### src/rtl/pipelined_addsub.sv
// pipelined_addsub: valid/ready pipelined two's-complement adder/subtractor.
// The carry chain is cut into STAGES registered CHUNK-bit segments with skewed operands.
module pipelined_addsub #(
    parameter int WIDTH  = 32,
    parameter int STAGES = 4,
    parameter int TAG_W  = 5
) (
    input  logic             clk,
    input  logic             rst_n,
    input  logic             flush,
    input  logic             in_valid,
    output logic             in_ready,
    input  logic [WIDTH-1:0] in_a,
    input  logic [WIDTH-1:0] in_b,
    input  logic             in_sub,
    input  logic [TAG_W-1:0] in_tag,
    output logic             out_valid,
    input  logic             out_ready,
    output logic [WIDTH-1:0] out_sum,
    output logic             out_carry,
    output logic             out_ovf,
    output logic             out_zero,
    output logic             out_neg,
    output logic [TAG_W-1:0] out_tag
);
    localparam int CHUNK = WIDTH / STAGES;

    logic [STAGES-1:0] v_q, v_d, v_p;
    logic [STAGES-1:0] c_q, c_d, c_p;
    logic [WIDTH-1:0]  a_q [STAGES];
    logic [WIDTH-1:0]  a_d [STAGES];
    logic [WIDTH-1:0]  a_p [STAGES];
    logic [WIDTH-1:0]  b_q [STAGES];
    logic [WIDTH-1:0]  b_d [STAGES];
    logic [WIDTH-1:0]  b_p [STAGES];
    logic [WIDTH-1:0]  s_q [STAGES];
    logic [WIDTH-1:0]  s_d [STAGES];
    logic [WIDTH-1:0]  s_p [STAGES];
    logic [TAG_W-1:0]  t_q [STAGES];
    logic [TAG_W-1:0]  t_d [STAGES];
    logic [TAG_W-1:0]  t_p [STAGES];
    logic              ovf_q, ovf_d, zero_q, zero_d, neg_q, neg_d;
    logic              adv;
    logic [CHUNK:0]    r;
    logic [WIDTH-1:0]  sn;

    always_comb begin
        adv      = ~v_q[STAGES-1] | out_ready;
        in_ready = adv & ~flush & rst_n;
        v_p[0]   = in_valid & in_ready;
        a_p[0]   = in_a;
        b_p[0]   = in_sub ? ~in_b : in_b;
        c_p[0]   = in_sub;
        s_p[0]   = '0;
        t_p[0]   = in_tag;
        for (int k = 1; k < STAGES; k++) begin
            v_p[k] = v_q[k-1];
            a_p[k] = a_q[k-1];
            b_p[k] = b_q[k-1];
            c_p[k] = c_q[k-1];
            s_p[k] = s_q[k-1];
            t_p[k] = t_q[k-1];
        end
        r  = '0;
        sn = '0;
        // Each stage resolves only its own chunk, so sn ends holding the final-stage sum.
        for (int k = 0; k < STAGES; k++) begin
            r  = {1'b0, a_p[k][k*CHUNK +: CHUNK]} + {1'b0, b_p[k][k*CHUNK +: CHUNK]} + {{CHUNK{1'b0}}, c_p[k]};
            sn = s_p[k];
            sn[k*CHUNK +: CHUNK] = r[CHUNK-1:0];
            s_d[k] = adv ? sn : s_q[k];
            c_d[k] = adv ? r[CHUNK] : c_q[k];
            a_d[k] = adv ? a_p[k] : a_q[k];
            b_d[k] = adv ? b_p[k] : b_q[k];
            t_d[k] = adv ? t_p[k] : t_q[k];
        end
        v_d    = flush ? '0 : adv ? v_p : v_q;
        ovf_d  = adv ? ((a_p[STAGES-1][WIDTH-1] == b_p[STAGES-1][WIDTH-1]) & (sn[WIDTH-1] != a_p[STAGES-1][WIDTH-1])) : ovf_q;
        zero_d = adv ? ~|sn : zero_q;
        neg_d  = adv ? sn[WIDTH-1] : neg_q;
    end

    always_ff @(posedge clk or negedge rst_n) begin
        if (!rst_n) begin
            v_q    <= '0;
            c_q    <= '0;
            ovf_q  <= 1'b0;
            zero_q <= 1'b0;
            neg_q  <= 1'b0;
            for (int k = 0; k < STAGES; k++) begin
                a_q[k] <= '0;
                b_q[k] <= '0;
                s_q[k] <= '0;
                t_q[k] <= '0;
            end
        end else begin
            v_q    <= v_d;
            c_q    <= c_d;
            ovf_q  <= ovf_d;
            zero_q <= zero_d;
            neg_q  <= neg_d;
            for (int k = 0; k < STAGES; k++) begin
                a_q[k] <= a_d[k];
                b_q[k] <= b_d[k];
                s_q[k] <= s_d[k];
                t_q[k] <= t_d[k];
            end
        end
    end

    assign out_valid = v_q[STAGES-1];
    assign out_sum   = s_q[STAGES-1];
    assign out_carry = c_q[STAGES-1];
    assign out_tag   = t_q[STAGES-1];
    assign out_ovf   = ovf_q;
    assign out_zero  = zero_q;
    assign out_neg   = neg_q;
endmodule

### config.mk
export PLATFORM = sky130hd
export DESIGN_NAME = pipelined_addsub
export DESIGN_NICKNAME = d
export VERILOG_FILES = /design/src/rtl/pipelined_addsub.sv
export SDC_FILE = /design/constraint.sdc
export NUM_CORES = 1
export LEC_CHECK = 0
export CORE_UTILIZATION = 55
export DETAILED_ROUTE_END_ITERATION = 12
export GPL_TIMING_DRIVEN = 0
export PLACE_DENSITY = 0.87
export SYNTH_ARGS = -nofsm -noshare
export SYNTH_HDL_FRONTEND = slang
export SYNTH_SLANG_ARGS = --single-unit
### constraint.sdc
create_clock -name clk -period 2.4 [get_ports clk]
set_input_delay 0.36 -clock clk [delete_from_list [all_inputs] [get_ports clk]]
set_output_delay 0.36 -clock clk [all_outputs]
set_load 0.01 [all_outputs]
# After elaboration in Yosys (flattened, before gate mapping)
# Cells that the tools add are included.
[op_classes]
reduce_logical = 3
n_addsub = 8
eq_ne = 2
n_bitwise = 8
mux = 3
[ops]
columns = ["cell", "n"]
rows = [
  ["$add A8 B8 Y9", 4],
  ["$add A9 B1 Y9", 4],
  ["$mux W32", 1],
  ["$not A32 Y32", 1],
  ["$reduce_or A32 Y1", 1],
  ["$mux W4", 2],
  ["$and A1 B1 Y1", 4],
  ["$not A1 Y1", 2],
  ["$reduce_bool A2 Y1", 1],
  ["$eq A1 B1 Y1", 1],
  ["$logic_not A1 Y1", 1],
  ["$ne A1 B1 Y1", 1],
  ["$or A1 B1 Y1", 1],
]
[word_totals]
elab_cells = 43
regBits = 303
out_inout_bits = 43

# Logic depth before layout (Yosys ltp)
[logic_depth]
word_depth = 7
mapped_depth = 10
mapped_depth_nobuf = 10

# Least setup slack after synthesis
# Ideal clock, no wire load.
[synth_timing]
path_type = "input port to flip-flop"
startpoint = "input port in_sub"
endpoint = "register c_q[0]"
cell_stages = 10
slack_ps = 91
arrival_ps = 2173
n_path_buf = 2
setup_ps = 136
path_cell_list = "clkbuf_2 -> buf_2 -> xor2_1 -> fa_1 -> a21o_1 -> a21oi_1 -> o21ai_0 -> and3b_1 -> o21ai_0 -> a31oi_1"
[synth_via]
elab_chain_len = 3
[synth_rtl]
columns = ["element", "line_no", "rtl"]
rows = [
  ["start: declaration", "15", "input logic in_sub,"],
  ["$mux W32", "52", "b_p[0] = in_sub ? ~in_b : in_b;"],
  ["$add A8 B8 Y9", "68", "r = {1'b0, a_p[k][k*CHUNK +: CHUNK]} + {1'b0, b_p[k][k*CHUNK +: CHUNK]} + {{CHUNK{1'b0}}, c_p[k]};"],
  ["$add A9 B1 Y9 (*)", "68", ""],
  ["end signal: assignment", "86", "c_q <= '0;"],
  ["end signal: assignment", "98", "c_q <= c_d;"],
  ["end: declaration", "29", "logic [STAGES-1:0] c_q, c_d, c_p;"],
]
# Every way passes the cells marked *; elsewhere a longest branch is shown, timed or not.
# A chain may end at the register's enable or synchronous reset.

# Worst setup path in the final report
[layout_timing]
startpoint = "register v_q[3]"
endpoint = "output port in_ready"
[layout_via]
elab_chain_len = 4
[layout_rtl]
columns = ["element", "line_no", "rtl"]
rows = [
  ["start: declaration", "28", "logic [STAGES-1:0] v_q, v_d, v_p;"],
  ["start signal: assignment", "97", "v_q <= v_d;"],
  ["$not A1 Y1", "48", "adv = ~v_q[STAGES-1] | out_ready;"],
  ["$or A1 B1 Y1", "48", ""],
  ["$and A1 B1 Y1 (2 in a row)", "49", "in_ready = adv & ~flush & rst_n;"],
  ["end: declaration", "12", "output logic in_ready,"],
]
# Every way passes these cells.

==> impl_metrics.tcl <==
set metrics [dict create \
    status "finished, violations left" \
    violations "negative hold slack" \
    dp_hpwl_um 15700 \
    remaining_drc_errors 0 \
    cts-root-buf "clkbuf_16" \
    skew_ns 0.00739 \
    synth_warnings 0 \
    syn_to_final_growth_pct 23.6 \
    met3_usage 0.0305 \
    io_buffers 116 \
    die_h_um 131 \
    maxCapViolations 0 \
    antenna_found_initial 0 \
    die_w_um 131 \
    finalCriticalPeriod_ns 2.33 \
    critPathKind "reg2out" \
    antenna_left 0 \
    syn_area_um2 9170 \
    synthCells 1015 \
    met1_usage 0.358 \
    wire_per_inst_um 16.5 \
    layout.nets 1269 \
    final_hold_viol_count 97 \
    power_density_nw_per_um2 838 \
    relSlewSlack 0.501 \
    syn_nets 1125 \
    gr-usage-met2 0.468 \
    min_path_type "in2async" \
    finalSetupViolCount 0 \
    place.gp.congestion 0.879 \
    first_pass_iters 5 \
    cts_buffers 22 \
    grt_overflow 0 \
    cp-start-kind "register" \
    initial_core_util 0.571 \
    cts_buffer_depth 3 \
    grt_pass1_wl_um 37500 \
    diodes 0 \
    tritoncts "yes" \
    required_ns 2.04 \
    rows 46 \
    final_core_util 0.706 \
    p_leak_uw 0.00535 \
    dp_cells 1348 \
    avgViaCountPerCell 5.41 \
    yosysSeqAreaShare 0.562 \
    cts.sinks 206 \
    worstMarginPinSlew_ns 0.748 \
    crit_buf_inv 3 \
    cp-end-kind "primary output" \
    first_global_vias 7520 \
    dieArea_um2 17200 \
    stdcell_area_um2 11300 \
    ioPinCount 118 \
    syn_avg_cell_area_um2 9.04 \
    core-area_um2 16100 \
    fin_crit_sh 0.971 \
    grt_use_total 0.273 \
    top_usage_layer "met2" \
    drt_wl_total_um 22800 \
    drive_gt1_frac 0.0428 \
    crit_slowest_cell "dfrtp_1" \
    worstSkewPairLatency_ns 0.50 \
    crit_path_max_fanout 10 \
    critPathMaxStageDelay_ns 0.42 \
    clkTransAtPathRegs_ns 0.06 \
    ys_types 44 \
    ir_drop_v 0.000551 \
    fmax_ghz 0.429 \
    ys_seq_elements 206 \
    maxSlewViolCount 0 \
    vias 7495 \
    htreeDepth 1 \
    path_delay_family "buffers and inverters" \
    finalPower_uw 9500 \
    stdcell_count 1385 \
    fin_hold_ws_ns -0.110 \
    dpl_cell_area_um2 10600 \
    crit_arrival_ns 1.97 \
    dr.first_iter.drc_count 582 \
    crit_chain "nor2b_4, clkbuf_8, clkbuf_4, nor3b_1, dlygate4sd2_1" \
    grt_max_degree 112 \
]
worst paths after layout:
kind | slack, ns | from | cells past startpoint | to
setup / recovery | 0.07 | v_q[3] | 5 | in_ready
min in group clk | 0.35 | in_sub | 4 | b_p[72]
hold reg to reg | 0.47 | out_sum[12] | 2 | out_sum[12]
hold / removal | -0.11 | rst_n | 1 | s_p[70]
setup reg to reg | 0.09 | c_q[2] | 9 | out_zero
max in group asynchronous | 1.18 | rst_n | 2 | b_p[76]
layout by cell type, fill, tap and decap left out, types with 6 or more instances in the layout:
master           netlist  final
a21oi_1               20     17
clkbuf_1              48     51
clkbuf_16              0     23
clkdlybuf4s50_1        0    114
dfrtp_1              206    206
fa_1                   7      7
ha_1                  28     28
inv_1                 19     19
nand2_1              480    480
nor2_1                29     29
nor3_1                11     10
nor4_1                 6      6
o21a_1                 7      7
o21ai_0               47     46
o31ai_1                9      9
xnor2_1               34     34
xor2_1                12     12
area by class of cell:
class	instances	area, um2
Clock inverter	4	22.5
Buffer	50	208
Inverter	19	71.3
Fill cell	1129	4720
Tap cell	216	270
Timing Repair Buffer	121	1220
Multi-Input combinational cell	739	3770
Clock buffer	30	612
Sequential cell	206	5150
routing by layer:
metal / up-vias / share of wire
met4: 0 / 0.029
met5: - / 0
met1: 3631 / 0.41
li1: 3513 / -
met3: 53 / 0.059
met2: 298 / 0.50
logic make-up after synthesis:
| group | after synthesis | share of synthesized area |
|---|---|---|
| buf+inv | 70 | 0.0293 |
| simple gates | 542 | 0.230 |
| xor+xnor | 47 | 0.0457 |
| fa+ha+maj | 35 | 0.0535 |
| compound gates | 114 | 0.0779 |
| mux | 1 | 0.00123 |
| flops | 206 | 0.562 |
timing repair:
item	4_1_cts	5_1_grt
resized for setup	8	5
setup endpoints to repair	1	6
pin swaps	0	0
endpoints found under the hold margin	108	11
buffers inserted	0	3
per-stage QoR:
stage               TNS (ns)  setup slack [ns]
floorplan                  0            0.0910
global placement    -1525.58             -7.34
detailed placement     -9.26            -0.733
CTS                        0            0.0333
global route         -0.0161           -0.0161
finish                     0            0.0691
synthesized netlist by cell type (all sizes together):
library cell / n / share of area
o221ai: 1 / 0.00095
a211oi: 5 / 0.0052
nor2b: 3 / 0.0020
mux2: 1 / 0.0012
nor4: 6 / 0.0041
clkbuf: 49 / 0.020
nand3: 1 / 0.00055
nand2: 480 / 0.20
a2111oi: 1 / 0.0016
o31a: 1 / 0.00095
dfrtp: 206 / 0.56
a21oi: 20 / 0.011
o21ba: 1 / 0.0011
buf: 2 / 0.0014
ha: 28 / 0.038
xor2: 13 / 0.013
nand4: 2 / 0.0014
o31ai: 9 / 0.0074
nor2: 29 / 0.012
o21bai: 6 / 0.0061
fa: 7 / 0.015
nor3: 11 / 0.0060
o21a: 7 / 0.0057
or3: 2 / 0.0014
nor3b: 1 / 0.00082
nor4bb: 1 / 0.0011
a21boi: 2 / 0.0016
a21o: 4 / 0.0033
o21ai: 51 / 0.028
and3b: 2 / 0.0019
a31oi: 3 / 0.0020
o211a: 2 / 0.0022
nand2b: 2 / 0.0014
and2: 1 / 0.00068
nor4b: 1 / 0.00095
xnor2: 34 / 0.032
inv: 19 / 0.0078
a31o: 1 / 0.00095
flip-flops by register name, indices dropped and copies added, names as in the netlist:
register / cells
a_p: 48
b_p: 48
c_q: 4
out_ovf: 1
out_sum: 32
out_tag: 5
out_zero: 1
s_p: 48
t_p: 15
v_q: 4
where the power goes:
group          internal [uW]  switching, uW  total (uW)
registers               4060            445        4510
clock network           1760           1310        3080
logic                    966            949        1920
total                   6790           2710        9500
No activity file was read; power rests on OpenSTA's default activity.
